--- src/rtl/acc_share_sched_if.sv ---
// Request/result bundle for the shared product accumulator.
// master = scheduler side, slave = requesters + result consumer.
interface acc_share_sched_if #(
  parameter int N_REQ = 4,
  parameter int DW    = 16,
  parameter int AW    = 32
);
  localparam int IDW = $clog2(N_REQ);

  logic [N_REQ-1:0]    req_valid;
  logic [N_REQ*DW-1:0] req_data;
  logic [N_REQ-1:0]    req_ready;
  logic [N_REQ-1:0]    grant;
  logic                res_valid;
  logic [AW-1:0]       res_data;
  logic [IDW-1:0]      res_id;
  logic                res_ready;
  logic                busy;

  modport master (
    input  req_valid, req_data, res_ready,
    output req_ready, grant, res_valid, res_data, res_id, busy
  );

  modport slave (
    output req_valid, req_data, res_ready,
    input  req_ready, grant, res_valid, res_data, res_id, busy
  );
endinterface

--- src/rtl/acc_share_sched.sv ---
// Round-robin shared accumulator: 1 arb cycle + BURST beats + result until res_ready.
// Non-owners see req_ready=0; a stalled owner keeps the grant; result held under back-pressure.
module acc_share_sched #(
  parameter int N_REQ = 4,
  parameter int DW    = 16,
  parameter int AW    = 32,
  parameter int BURST = 8
) (
  input  logic               clk,
  input  logic               rst_n,
  acc_share_sched_if.master  bus
);
  localparam int IDW = $clog2(N_REQ);
  localparam int CW  = $clog2(BURST + 1);

  typedef enum logic [1:0] {S_IDLE, S_ACC, S_OUT} state_t;

  state_t          r_state, w_state_nxt;
  logic [IDW-1:0]  r_owner, r_last, w_win;
  logic [AW-1:0]   r_acc, r_res_data, w_sum;
  logic [CW-1:0]   r_cnt;
  logic            r_res_valid;
  logic [IDW-1:0]  r_res_id;
  logic            w_any, w_own_vld, w_xfer, w_last_beat;
  logic [DW-1:0]   w_own_dat;
  logic [N_REQ-1:0] w_grant;
  int              w_idx;

  // search starts just after the last completed owner, wrapping to 0
  always_comb begin
    w_any = 1'b0;
    w_win = '0;
    w_idx = 0;
    for (int k = 1; k <= N_REQ; k++) begin
      w_idx = (int'(r_last) + k) % N_REQ;
      if (!w_any && bus.req_valid[IDW'(w_idx)]) begin
        w_any = 1'b1;
        w_win = IDW'(w_idx);
      end
    end
  end

  always_comb begin
    w_own_vld = 1'b0;
    w_own_dat = '0;
    for (int i = 0; i < N_REQ; i++) begin
      if (r_owner == IDW'(i)) begin
        w_own_vld = bus.req_valid[i];
        w_own_dat = bus.req_data[i*DW +: DW];
      end
    end
  end

  assign w_xfer      = (r_state == S_ACC) && w_own_vld;
  assign w_last_beat = w_xfer && (r_cnt == CW'(BURST - 1));
  assign w_sum       = r_acc + AW'(w_own_dat);

  always_ff @(posedge clk or negedge rst_n) begin
    if (!rst_n) r_state <= S_IDLE;
    else        r_state <= w_state_nxt;
  end

  always_comb begin
    w_state_nxt = r_state;
    case (r_state)
      S_IDLE:  if (w_any)         w_state_nxt = S_ACC;
      S_ACC:   if (w_last_beat)   w_state_nxt = S_OUT;
      S_OUT:   if (bus.res_ready) w_state_nxt = S_IDLE;
      default:                    w_state_nxt = S_IDLE;
    endcase
  end

  // grant and req_ready are decoded from registered state only
  always_comb begin
    w_grant = '0;
    for (int i = 0; i < N_REQ; i++)
      w_grant[i] = (r_state == S_ACC) && (r_owner == IDW'(i));
  end

  assign bus.grant     = w_grant;
  assign bus.req_ready = w_grant;
  assign bus.busy      = (r_state != S_IDLE);
  assign bus.res_valid = r_res_valid;
  assign bus.res_data  = r_res_data;
  assign bus.res_id    = r_res_id;

  always_ff @(posedge clk or negedge rst_n) begin
    if (!rst_n) begin
      r_owner     <= '0;
      r_last      <= IDW'(N_REQ - 1);
      r_acc       <= '0;
      r_cnt       <= '0;
      r_res_valid <= 1'b0;
      r_res_data  <= '0;
      r_res_id    <= '0;
    end else begin
      case (r_state)
        S_IDLE: begin
          if (w_any) begin
            r_owner <= w_win;
            r_acc   <= '0;
            r_cnt   <= '0;
          end
        end
        S_ACC: begin
          if (w_xfer) begin
            r_acc <= w_sum;
            r_cnt <= r_cnt + CW'(1);
          end
          if (w_last_beat) begin
            r_res_data  <= w_sum;
            r_res_id    <= r_owner;
            r_res_valid <= 1'b1;
          end
        end
        S_OUT: begin
          if (bus.res_ready) begin
            r_res_valid <= 1'b0;
            r_last      <= r_owner;
          end
        end
        default: ;
      endcase
    end
  end
endmodule

--- src/flat_wrapper.sv ---
// flat-port wrapper written by rule: the top's interface ports become plain ports
module acc_share_sched_flat 
#(
  parameter int N_REQ = 4,
  parameter int DW    = 16,
  parameter int AW    = 32,
  parameter int BURST = 8
)
  (clk, rst_n, bus_req_valid, bus_req_data, bus_res_ready, bus_req_ready, bus_grant, bus_res_valid, bus_res_data, bus_res_id, bus_busy);
  acc_share_sched_if #(.N_REQ(N_REQ), .DW(DW), .AW(AW)) bus_i ();
  input  logic clk;
  input  logic rst_n;
  input wire logic [$bits(bus_i.req_valid)-1:0] bus_req_valid;
  input wire logic [$bits(bus_i.req_data)-1:0] bus_req_data;
  input wire logic [$bits(bus_i.res_ready)-1:0] bus_res_ready;
  output wire logic [$bits(bus_i.req_ready)-1:0] bus_req_ready;
  output wire logic [$bits(bus_i.grant)-1:0] bus_grant;
  output wire logic [$bits(bus_i.res_valid)-1:0] bus_res_valid;
  output wire logic [$bits(bus_i.res_data)-1:0] bus_res_data;
  output wire logic [$bits(bus_i.res_id)-1:0] bus_res_id;
  output wire logic [$bits(bus_i.busy)-1:0] bus_busy;
  assign bus_i.req_valid = bus_req_valid;
  assign bus_i.req_data = bus_req_data;
  assign bus_i.res_ready = bus_res_ready;
  assign bus_req_ready = bus_i.req_ready;
  assign bus_grant = bus_i.grant;
  assign bus_res_valid = bus_i.res_valid;
  assign bus_res_data = bus_i.res_data;
  assign bus_res_id = bus_i.res_id;
  assign bus_busy = bus_i.busy;
  acc_share_sched #(.N_REQ(N_REQ), .DW(DW), .AW(AW), .BURST(BURST)) u_core (.clk(clk), .rst_n(rst_n), .bus(bus_i));
endmodule
--- config.mk ---
export PLATFORM = sky130hd
export DESIGN_NAME = acc_share_sched_flat
export DESIGN_NICKNAME = d
export VERILOG_FILES = /design/src/rtl/acc_share_sched_if.sv /design/src/rtl/acc_share_sched.sv /design/src/flat_wrapper.sv
export SDC_FILE = /design/constraint.sdc
export NUM_CORES = 1
export LEC_CHECK = 0
export CAP_MARGIN = 20
export CELL_PAD_IN_SITES_DETAIL_PLACEMENT = 0
export CELL_PAD_IN_SITES_GLOBAL_PLACEMENT = 2
export CORE_MARGIN = 2
export CORE_UTILIZATION = 32
export DETAILED_ROUTE_END_ITERATION = 10
export PLACE_DENSITY = 0.94
export SETUP_SLACK_MARGIN = 0.5
export SYNTH_ARGS = -nofsm -noshare
export SYNTH_HDL_FRONTEND = slang
export SYNTH_SLANG_ARGS = --single-unit
--- constraint.sdc ---
create_clock -name clk -period 8.18 [get_ports clk]
set_input_delay 2.045 -clock clk [delete_from_list [all_inputs] [get_ports clk]]
set_output_delay 2.045 -clock clk [all_outputs]
set_load 0.02 [all_outputs]
Yosys cells after proc, flatten, opt, wreduce, memory -nomap -nowiden
Index checks and enable logic that the tools add are counted.
{ "op_classes": {"addsub": 6, "order_cmp": 4, "eq_ne": 10, "muxes": 41, "n_reduce_logical": 23} }
{ "op_table": {"columns": ["cell", "count"], "rows": [
  ["$mux W16", 4],
  ["$mux W32", 2],
  ["$pmux W32 S2", 1],
  ["$add A32 B16 Y32", 1],
  ["$mux W1", 18],
  ["$lt A2 B4 Y1 const B", 4],
  ["$mux W2", 7],
  ["$logic_and A1 B1 Y1", 9],
  ["$reduce_and A3 Y1", 3],
  ["$bmux W1 S2", 4],
  ["$mux W4", 2],
  ["$pmux W4 S2", 1],
  ["$eq A2 B2 Y1 const B", 3],
  ["$ne A2 B1 Y1 const B", 3],
  ["$pmux W2 S3", 1],
  ["$reduce_and A2 Y1", 3],
  ["$reduce_bool A2 Y1", 3],
  ["$add A2 B1 Y2 const B", 2],
  ["$add A2 B2 Y2 const B", 2],
  ["$add A4 B1 Y4 const B", 1],
  ["$eq A2 B1 Y1 const B", 2],
  ["$eq A4 B3 Y1 const B", 1],
  ["$logic_not A2 Y1", 2],
  ["$logic_not A1 Y1", 3],
  ["other kinds (2)", 2]
]} }
{ "totals": {"ff_bits": 77} }

Longest topological paths before layout
{ "logic_depth": {"word_depth": 16, "ltp_mapped": 13, "mapped_depth_nobuf": 11} }

Worst setup path before layout
No wires, ideal clock.
{ "synth_timing": {"path_kind": "input to register", "start": "input port bus_req_data[58]", "end": "register u_core.r_acc[30]", "setup_time_ns": 0.076, "arrival_ns": 4.456, "required_ns": 8.104, "path_slack_ns": 3.648, "cell_stages": 9, "n_path_buf": 1, "cell_sequence": "mux4_2 > ha_1 > clkbuf_1 > and2_4 > a2111oi_1 > a21o_1 > or4b_4 > or3_1 > o21ai_1"} }
{ "synth_between": {"elab_chain_cells": 4} }
{ "synth_lines": {"columns": ["element", "line", "rtl"], "rows": [
  ["from (decl)", "flat_wrapper.sv:14", "input wire logic [$bits(bus_i.req_data)-1:0] bus_req_data;"],
  ["$mux W16", "acc_share_sched.sv:47", "if (r_owner == IDW'(i)) begin"],
  ["$add A32 B16 Y32", "acc_share_sched.sv:56", "assign w_sum = r_acc + AW'(w_own_dat);"],
  ["$mux W32", "acc_share_sched.sv:106", "if (w_xfer) begin"],
  ["$pmux W32 S2", "acc_share_sched.sv:97", "case (r_state)"],
  ["to (signal assigned)", "acc_share_sched.sv:107", "r_acc <= w_sum;"],
  ["to (decl)", "acc_share_sched.sv:20", "logic [AW-1:0] r_acc, r_res_data, w_sum;"]
]} }
Every way passes these cells. The select of a mux whose other input is x is not followed.
A chain may end at the register's enable or synchronous reset.

Worst setup path in the final report
{ "layout_timing": {"start": "input port bus_req_data[48]", "end": "register u_core.r_acc[30]"} }
The elaborated chain is that of the path after synthesis.

==> impl_results.md <==
* RD Place Congestion at between 0.8 and 0.9
* Core Area at 14370 sq um
* MaxCap Viol Count at 0
* Leakage power at ~0.0026 uW
* Final Power at 2400 uW
* Clk network pwr share at approximately 17%
* Area after DPL at 5934 sq um
* H-tree depth at 3
* Minimum clock period at about 4.9 ns
* Status: completed
* Initial DRC count at 250
* WP data required at around 8.4 ns
* Vias in the first global route at between 3000 and 4000
* Most used DFF post-synth: dfrtp_1
* Slew margin rel. at 40.40%
* Worst hold-check path type: register to register
* CP Capture Type: register
* Asr flop ratio synth at 100.0%
* Synth Register Bits at 77
* Area Overhead vs Synth at 34.27%
* WL final at between 10 and 15 mm
* Global router's overall resource usage at between 15 and 20%
* Inserted Diodes at 0
* Fmax at slightly above 200 MHz
* Vias/cell at 5.155
* Int Power at 1351 uW
* Peak supply drop at 134.4 uV
* DRC viols at 0
* Power density over the cells at roughly 380 nW/um^2
* Fill count at around 1400
* # port buffers at 114
* Post CTS Setup Buffer Count at 0
* Tcrit/Tclk final at 60.38%
* CTS hold repair buffers at 0
* Hold Crit Start: u_core.bus.res_data[7]
* Setup repair after global routing missed its margin: false
* Final instance area at ~6300 sq um
* Worst Setup Start Kind: primary input
* Clk_lat worst skew at around 0.33 ns
* Final Max Tran Viols at 0
* CP Class: primary input to register
* Antenna-violating nets left at 0
* Seq/Total Area, Yosys at roughly two fifths
* Sequential group share of total power at between 20% and 30%
* Multi-input gate area at about 2500 sq um
* Initial Utilization at between 30% and 40%
* Ys Warns at 0
* Worst Skew at ~0.0054 ns
* Netlist cell types at 55
* Worst-path fanout max at 6
* Slew @ Worst Pin at just under 0.9 ns
* Crit path DAT at approximately 5.2 ns
* Num CTS Buffers at 9
* Die Ht at between 100 and 150 microns
* Psw at ~1000 uW
* Switching portion of total power at between 40% and 50%
* DRT Pass-1 Iters at 4
* Die Span X at roughly 120 microns
* Register area at 1929 sq um
* Cell area after synthesis at about 4700 sq um
* Site row count at 44
* Final hold violations at 0
* Worst Slack Setup Final at 3.241 ns
* Net count after synthesis at ~590
* Final TNS setup at 0 ns
* I/O pin total at 115
* Post-Layout Cell Count at approximately 790
* GRT overflow at 0
* Vias at between 4000 and 5000
* Hold Path End: u_core.bus.res_data[7]
* Root buffer cell: clkbuf_16
* Hpwl dp at 8.962 mm
* Share of layout cells above drive strength 1 at 8.472%
* Final setup violation count at 0
* Clk buf depth at 2
* Clock Pin Slew Worst Setup and Hold Paths at ~0.060 ns
* FF-to-FF setup slack at about 4.3 ns
* Antenna violations before repair at 0
* CTS tree: yes
* Avg Inst Size Synth at approximately 9.3 sq um
* Die ar. at 15570 sq um
* Placed Instances at 769
* Hold path cells at 2
* Combinational Power Share at about 57%
* Largest net degree at the start of global routing at a little under 80
* Post-synthesis instance total at 500
* First-pass GRT wire length at 20.35 mm
* Post-Place Worst Slack at 2.845 ns
* Post-CTS resize count at 0
* FF-to-FF path depth at 8
* Layout net count at around 700
* FF-to-FF Start: u_core.r_owner[0]
* Wire per inst at between 15 and 20 microns
* Number of flops mapped to enable cells by yosys at 0
* Reg2reg end: u_core.r_acc[30]
* CTS Sinks at 77
[power by group through the flow]
stage / logic (uW) / clock network (uW) / registers (uW)
6_report: 1380 / 418 / 601
5_1_grt: 1530 / 445 / 622
4_1_cts: 1390 / 428 / 604
3_5_place_dp: 1380 / 0 / 611
3_3_place_gp: 1360 / 0 / 608
2_1_floorplan: 966 / 0 / 610
[how the worst max path moves through the flow]
stage | from | endpoint | slack (ns) | depth (start not counted)
4_1_cts | bus_req_data[48] | u_core.bus.res_data[30] | 3.20 | 12
5_1_grt | bus_req_valid[2] | u_core.bus.res_data[6] | 2.95 | 8
6_report | bus_req_data[48] | u_core.r_acc[30] | 3.24 | 12
3_3_place_gp | bus_req_data[16] | u_core.bus.res_data[30] | 2.89 | 12
3_5_place_dp | bus_req_data[16] | u_core.r_acc[30] | 2.85 | 12
2_1_floorplan | bus_req_data[58] | u_core.r_acc[30] | 3.65 | 9
[logic make-up (layout without fill, tap and decap cells)]
| family | count (synthesis) | in the layout | share of synthesized area (%) |
|---|---|---|---|
| compound gates | 146 | 146 | 18.60 |
| xor+xnor | 30 | 30 | 5.627 |
| fa+ha+maj | 18 | 18 | 4.984 |
| buf+inv | 47 | 149 | 4.234 |
| flops | 77 | 77 | 41.32 |
| mux | 20 | 20 | 8.655 |
| simple gates | 162 | 162 | 16.59 |
[per-stage QoR]
stage | hold WS [ns] | utilization [%]
floorplan | 0.4735 | -
global placement | 0.4637 | 41.30
detailed placement | 0.4697 | 41.30
global route | 0.4985 | 43.63
CTS | 0.4864 | 43.44
finish | 0.4759 | 43.63
[final cells by class]
type | count | area share (%)
inverters | 13 | 0.7783
multi-input cells | 376 | 40.67
clock inverters | 5 | 1.197
repair buffers | 120 | 19.20
flip-flops and latches | 77 | 30.77
well taps | 184 | 3.672
clock buffers | 11 | 3.712
[metal layers]
metal / global-route usage [%] / up-vias / share of wire, %
met5: 0 / - / 0
met4: 3.833 / 0 / 1.1
met3: 4.553 / 8 / 4.8
met2: 27.23 / 100 / 49
met1: 20.46 / 1947 / 45
li1: - / 1997 / -
[state kept, by name, indices dropped and copies added (netlist names)]
signal / count
u_core.r_cnt: 4
u_core.r_acc: 32
u_core.r_state: 2
u_core.bus.res_id: 2
u_core.bus.res_valid: 1
u_core.bus.res_data: 32
u_core.r_last: 2
u_core.r_owner: 2
[cell usage in the layout (no fill, tap or decap), types with 3 or more instances in the layout]
cell and instances:
o21bai_1 3, o21ai_0 68, a31oi_1 12, nand4_1 7
ha_1 17, nand2b_1 6, nor2_1 13, nor3_1 4
dfrtp_1 75, mux4_2 16, a21oi_1 22, clkinv_2 3
inv_1 13, o31ai_1 3, and4_1 3, buf_4 6
nand2_1 75, a21o_1 11, xnor2_1 16, nand3_1 30
o21ai_1 6, and3_1 6, and2_1 4, clkdlybuf4s50_1 113
or3_1 4, o21a_1 3, xor2_1 14, o211ai_1 4
clkbuf_16 9
[worst max-delay path, cell delays in order]
cell	delay (ns)
clkdlybuf4s50_1	0.45
mux4_2	0.25
ha_1	0.19
inv_1	0.07
fa_1	0.40
nand2b_1	0.18
a21oi_1	0.23
o211ai_2	0.16
a21o_1	0.26
or4b_4	0.57
or3_1	0.32
o21ai_1	0.08
[synth_stat cells, types with 6 or more instances]
master	instances	area share, %
xnor2_1	16	3.0
a31oi_1	12	1.6
nand2b_1	6	0.80
nand4_1	7	0.94
clkbuf_1	25	2.0
a21o_1	11	1.8
mux4_2	16	7.7
dfrtp_1	75	40
ha_1	17	4.6
a21oi_1	22	2.4
inv_1	13	1.0
o21ai_0	68	7.3
nand3_1	30	3.2
nor2_1	13	1.0
nand2_1	75	6.0
xor2_1	14	2.6
o21ai_1	6	0.64
and3_1	6	0.80
Power figures use the tool's default switching activity.
